`src/rtl/instruction_controller_pkg.sv`:
```
// instruction_controller_pkg: shared states, ISA field codes, writeback and ALU encodings
package instruction_controller_pkg;
  typedef enum logic [2:0] {
    S_WAIT, S_DECODE, S_GET_A, S_GET_B, S_OPERATE, S_WRITE_REG, S_WRITE_IMM
  } state_t;
  localparam logic [2:0] OPC_MOV = 3'b110;
  localparam logic [2:0] OPC_ALU = 3'b101;
  localparam logic [1:0] OP_MOV_IMM = 2'b10;
  localparam logic [1:0] OP_MOV_REG = 2'b00;
  localparam logic [1:0] OP_ADD = 2'b00;
  localparam logic [1:0] OP_CMP = 2'b01;
  localparam logic [1:0] OP_AND = 2'b10;
  localparam logic [1:0] OP_MVN = 2'b11;
  localparam logic [1:0] VSEL_C = 2'b00;
  localparam logic [1:0] VSEL_IMM8 = 2'b01;
  localparam logic [1:0] ALU_ADD = 2'b00;
  localparam logic [1:0] ALU_SUB = 2'b01;
  localparam logic [1:0] ALU_AND = 2'b10;
  localparam logic [1:0] ALU_NOT = 2'b11;
endpackage

```
`src/rtl/instruction_controller_decoder.sv`:
```
// instr_decoder: splits the instruction register into fields, sign-extends immediates, classifies the op
module instr_decoder
  import instruction_controller_pkg::*;
(
  input  logic [15:0] ir,
  output logic [2:0]  rn,
  output logic [2:0]  rd,
  output logic [2:0]  rm,
  output logic [1:0]  sh,
  output logic [15:0] sximm8,
  output logic [15:0] sximm5,
  output logic        legal,
  output logic        mov_imm,
  output logic        needs_a,
  output logic        cmp,
  output logic [1:0]  alu_op
);
  logic [2:0] opcode;
  logic [1:0] op;
  logic       is_alu;
  assign opcode  = ir[15:13];
  assign op      = ir[12:11];
  assign rn      = ir[10:8];
  assign rd      = ir[7:5];
  assign sh      = ir[4:3];
  assign rm      = ir[2:0];
  assign sximm8  = {{8{ir[7]}}, ir[7:0]};
  assign sximm5  = {{11{ir[4]}}, ir[4:0]};
  assign is_alu  = opcode == OPC_ALU;
  assign mov_imm = opcode == OPC_MOV && op == OP_MOV_IMM;
  assign legal   = is_alu || mov_imm || (opcode == OPC_MOV && op == OP_MOV_REG);
  assign needs_a = is_alu && op != OP_MVN;
  assign cmp     = is_alu && op == OP_CMP;
  assign alu_op  = !is_alu ? ALU_ADD :
                   op == OP_ADD ? ALU_ADD :
                   op == OP_CMP ? ALU_SUB :
                   op == OP_AND ? ALU_AND : ALU_NOT;
endmodule

```
`src/rtl/instruction_controller.sv`:
```
// instruction_controller: multi-cycle Moore FSM sequencing register-file/ALU datapath strobes
module instruction_controller
  import instruction_controller_pkg::*;
(
  input  logic        clk,
  input  logic        reset_n,
  input  logic        in_valid,
  input  logic [15:0] instr,
  output logic        in_ready,
  output logic [2:0]  readnum,
  output logic [2:0]  writenum,
  output logic        loada,
  output logic        loadb,
  output logic        loadc,
  output logic        loads,
  output logic        write,
  output logic        asel,
  output logic        bsel,
  output logic [1:0]  vsel,
  output logic [1:0]  shift,
  output logic [1:0]  ALUop,
  output logic [15:0] sximm8,
  output logic [15:0] sximm5,
  output logic        done,
  output logic        err
);
  state_t      state, next;
  logic [15:0] ir;
  logic [2:0]  rn, rd, rm;
  logic [1:0]  sh, alu_op;
  logic        legal, mov_imm, needs_a, cmp;

  instr_decoder u_dec (
    .ir(ir), .rn(rn), .rd(rd), .rm(rm), .sh(sh),
    .sximm8(sximm8), .sximm5(sximm5),
    .legal(legal), .mov_imm(mov_imm), .needs_a(needs_a), .cmp(cmp), .alu_op(alu_op)
  );

  // state register and instruction latch, loaded only on an accepted handshake
  always_ff @(posedge clk) begin
    if (!reset_n) begin
      state <= S_WAIT;
      ir    <= '0;
    end else begin
      state <= next;
      if (state == S_WAIT && in_valid) ir <= instr;
    end
  end

  // next-state: route by instruction class, illegal ops fall straight back to WAIT
  always_comb begin
    next = S_WAIT;
    case (state)
      S_WAIT:    next = in_valid ? S_DECODE : S_WAIT;
      S_DECODE:  next = !legal ? S_WAIT : mov_imm ? S_WRITE_IMM : needs_a ? S_GET_A : S_GET_B;
      S_GET_A:   next = S_GET_B;
      S_GET_B:   next = S_OPERATE;
      S_OPERATE: next = cmp ? S_WAIT : S_WRITE_REG;
      default:   next = S_WAIT;
    endcase
  end

  assign in_ready = state == S_WAIT;
  assign readnum  = state == S_GET_A ? rn : state == S_GET_B ? rm : 3'd0;
  assign writenum = state == S_WRITE_REG ? rd : state == S_WRITE_IMM ? rn : 3'd0;
  assign loada    = state == S_GET_A;
  assign loadb    = state == S_GET_B;
  assign loadc    = state == S_OPERATE && !cmp;
  assign loads    = state == S_OPERATE && cmp;
  assign write    = state == S_WRITE_REG || state == S_WRITE_IMM;
  assign asel     = state == S_OPERATE && needs_a;
  assign bsel     = 1'b0;
  assign vsel     = state == S_WRITE_IMM ? VSEL_IMM8 : VSEL_C;
  assign shift    = state == S_OPERATE ? sh : 2'd0;
  assign ALUop    = state == S_OPERATE ? alu_op : 2'd0;
  assign done     = write || (state == S_OPERATE && cmp);
  assign err      = state == S_DECODE && !legal;
endmodule

```
`config.mk`:
```
export PLATFORM = sky130hd
export DESIGN_NAME = instruction_controller
export DESIGN_NICKNAME = d
export VERILOG_FILES = /design/src/rtl/instruction_controller_pkg.sv /design/src/rtl/instruction_controller_decoder.sv /design/src/rtl/instruction_controller.sv
export SDC_FILE = /design/constraint.sdc
export NUM_CORES = 1
export LEC_CHECK = 0
export BUFFER_PORTS_ARGS = -buffer_cell sky130_fd_sc_hd__clkbuf_2
export CAP_MARGIN = 20
export CORE_MARGIN = 3
export CORE_UTILIZATION = 40
export DETAILED_ROUTE_END_ITERATION = 8
export GPL_TIMING_DRIVEN = 0
export PLACE_DENSITY = 0.84
export SYNTH_ARGS = -nofsm -noshare
export SYNTH_HDL_FRONTEND = slang
export SYNTH_SLANG_ARGS = --single-unit
```
`constraint.sdc`:
```
create_clock -name clk -period 2.29 [get_ports clk]
set_input_delay 0.229 -clock clk [delete_from_list [all_inputs] [get_ports clk]]
set_output_delay 0.229 -clock clk [all_outputs]
set_load 0.05 [all_outputs]
```
==> flow_metrics.env <==
export IMPL_antenna_found_initial=0
export IMPL_grt_pass1_vias=1067
export IMPL_dr_pass1_iters=4
export IMPL_start_util=0.420
export IMPL_cts_setup_buffers=0
export IMPL_holdWs_ns=0.116
export IMPL_insertion_delay_ns=0.31
export IMPL_worstSetupPathType="register to output port"
export IMPL_netlist_instances=164
export IMPL_min_period_ns=2.07
export IMPL_fin_cells=283
export IMPL_r2r_end="ir[6]$_SDFFE_PN0P_"
export IMPL_fin_skew_ns=0.00596
export IMPL_drv_slew=0
export IMPL_place_gp_congestion=0.863
export IMPL_yosysSeqAreaShare=0.294
export IMPL_grt_pass1_wl_um=4870
export IMPL_viasPerCell=4.46
export IMPL_stdcell_area_mm2=0.00173
export IMPL_synth_distinct_cells=35
export IMPL_worstPathRequired_ns=2.06
export IMPL_cpPeakStageDelay_ns=0.39
export IMPL_grt_max_degree=16
export IMPL_wirelength_um=2960
export IMPL_ys_ff_latch=19
export IMPL_io_buffers=70
export IMPL_finalCritPeriodShare=0.902
export IMPL_pin_count=73
export IMPL_overflow=0
export IMPL_crit_slowest_cell="nor2b_1"
export IMPL_clock_root_buffer="clkbuf_4"
export IMPL_rsz0062_at_grt="false"
export IMPL_worstSetupEndpointType="output port"
export IMPL_path_buf_inv=2
export IMPL_ys_warn_count=0
export IMPL_cp_num_cells=5
export IMPL_cts_path_max_buffers=2
export IMPL_ctsHoldBuffers=0
export IMPL_syn_area_per_cell_um2=7.88
export IMPL_use_met2=0.252
export IMPL_max_freq_mhz=484
export IMPL_cp_start_kind="register"
export IMPL_cts_sinks=19
export IMPL_core_mm2=0.00308
export IMPL_status="finished, final reports clean"
export IMPL_critical_path_arrival_ns=1.84
export IMPL_final_setup_tns_ns=0
export IMPL_antennaDiodeCount=0
export IMPL_reg2reg_slack_ns=0.82
export IMPL_grtUsageMet3=0.0522
export IMPL_drt_iter0_markers=26
export IMPL_ant_nets=0
export IMPL_syn_area_mm2=0.00129
export IMPL_rr_worst_depth=5
export IMPL_hold_path_class="input pin to register"
export IMPL_dieArea_mm2=0.00395
export IMPL_critPathLaunch="state[0]$_SDFF_PN0_"
export IMPL_grt_use_met1=0.177
export IMPL_rows=20
export IMPL_dp_hpwl_um=2310
export IMPL_cp_endpoint="done"
export IMPL_drc_errors=0
export IMPL_fp_dieW_um=62.8
export IMPL_ir_drop_mv=0.265
export IMPL_areaGrowthSynthToFinish_pct=33.8
export IMPL_layout_nets=259
export IMPL_cpLargestDelayFamily="buffers and inverters"
export IMPL_die_h_um=62.8
export IMPL_p_per_area_mw_per_mm2=498
export IMPL_setup_viol=0
export IMPL_total_power_uw=861
export IMPL_placed_cell_area_mm2=0.00170
export IMPL_cts_clk_slew_worst_paths_ns=0.12
export IMPL_wl_per_cell_um=10.5
export IMPL_path_cells="buf_2, nor2b_1, o21a_1, o21bai_1, clkbuf_2"
export IMPL_drive_gt1_frac=0.490
export IMPL_timing_rr_start="state[0]$_SDFF_PN0_"
export IMPL_crit_path_max_fanout=10
export IMPL_placedCellCount=279
export IMPL_busiest_layer="met2"
export IMPL_cts_buffers=3
export IMPL_max_cap_violations=0
export IMPL_cts_tree="done"
export IMPL_p_leak_nw=0.921
export IMPL_track_usage=0.153
export IMPL_hold_viol_final=0
export IMPL_post_cts_resized=0
export IMPL_via_count=1262
export IMPL_htreeDepth=1
tightest hold or removal path, cell delays in order:
cell      delay [ns]
clkbuf_2        0.08
nand2_1         0.04
a21boi_1        0.04
cell families (layout without fill, tap and decap cells):
logic type / Yosys count / count (layout) / synth area share
AOI/OAI and AO/OA: 34 / 34 / 0.187
DFF: 19 / 19 / 0.294
other: 1 / 2 / 0.00290
buffers and inverters: 46 / 120 / 0.255
and+or+nand+nor: 64 / 64 / 0.261
flip-flops by register name, summed over array words and instances, names as in the netlist:
register  flops
ir           16
state         3
placed cells by master (no fill, tap or decap), drive strengths merged, types with 2 or more instances in the layout:
cell     n
nor2     6
inv      4
buf     40
nand2   34
dfxtp   19
a21boi  16
nor4b    2
a21oi    2
nand2b   3
a22o     3
a31oi    2
o21ai    4
conb     2
nor2b    6
clkbuf  75
and3     2
o211ai   2
a22oi    3
power breakdown:
| group | switching (mW) | internal [mW] |
|---|---|---|
| clock network | 0.113 | 0.0654 |
| registers | 0.0237 | 0.349 |
| logic | 0.201 | 0.108 |
| total | 0.338 | 0.523 |
through the flow:
stage	worst slack, ns	utilization
floorplan	0.134	-
global placement	0.573	0.553
detailed placement	0.583	0.553
CTS	0.220	0.562
global route	0.0697	0.562
finish	0.224	0.562
metal layers:
layer	share of wire	vias up
met2	0.46	56
met5	0	-
met4	0.020	0
met3	0.090	6
li1	-	660
met1	0.43	540
how the worst min path moves through the flow:
stage	start	endpoint	cells after the start
2_1_floorplan	reset_n	state[1]$_SDFF_PN0_	2
3_3_place_gp	instr[5]	ir[5]$_SDFFE_PN0P_	3
3_5_place_dp	instr[8]	ir[8]$_SDFFE_PN0P_	3
4_1_cts	instr[5]	ir[5]$_SDFFE_PN0P_	3
5_1_grt	instr[3]	ir[3]$_SDFFE_PN0P_	3
6_report	instr[5]	ir[5]$_SDFFE_PN0P_	3
layout make-up:
cell class                 count  area (µm²)
tap                           44        55.1
inverter                       4        15.0
fill                         295        1350
clock buffer                   3        22.5
sequential                    19         380
buffer                        42         314
timing repair buffer          70         350
clock inverter                 1        5.00
multi-input combinational    100         587
synth_stat cells:
library cell	number	share of area
buf_2	2	0.0077
o21a_1	1	0.0058
or2_2	1	0.0048
a21oi_1	2	0.0077
and4b_1	1	0.0077
and2_1	1	0.0048
nand4_1	1	0.0048
dfxtp_1	19	0.29
nor4b_4	1	0.018
nor4b_1	1	0.0068
and3_1	2	0.0097
nand3b_1	1	0.0058
o21ai_0	4	0.015
nor2b_1	6	0.029
and3b_1	1	0.0068
o211ai_1	2	0.012
buf_4	35	0.20
or4b_4	1	0.011
a21boi_0	6	0.035
nand2b_1	3	0.015
inv_1	4	0.012
nand3_1	1	0.0039
conb_1	1	0.0029
a22o_1	3	0.020
buf_6	3	0.026
a22oi_1	3	0.017
o21bai_1	1	0.0058
a31oi_1	2	0.0097
nor3b_1	1	0.0058
a21boi_1	10	0.058
nor2_1	6	0.017
nand2_1	34	0.099
nor3_1	1	0.0039
clkbuf_1	2	0.0058
nor4bb_1	1	0.0077
Note: power is estimated with default switching activity, not from simulation.
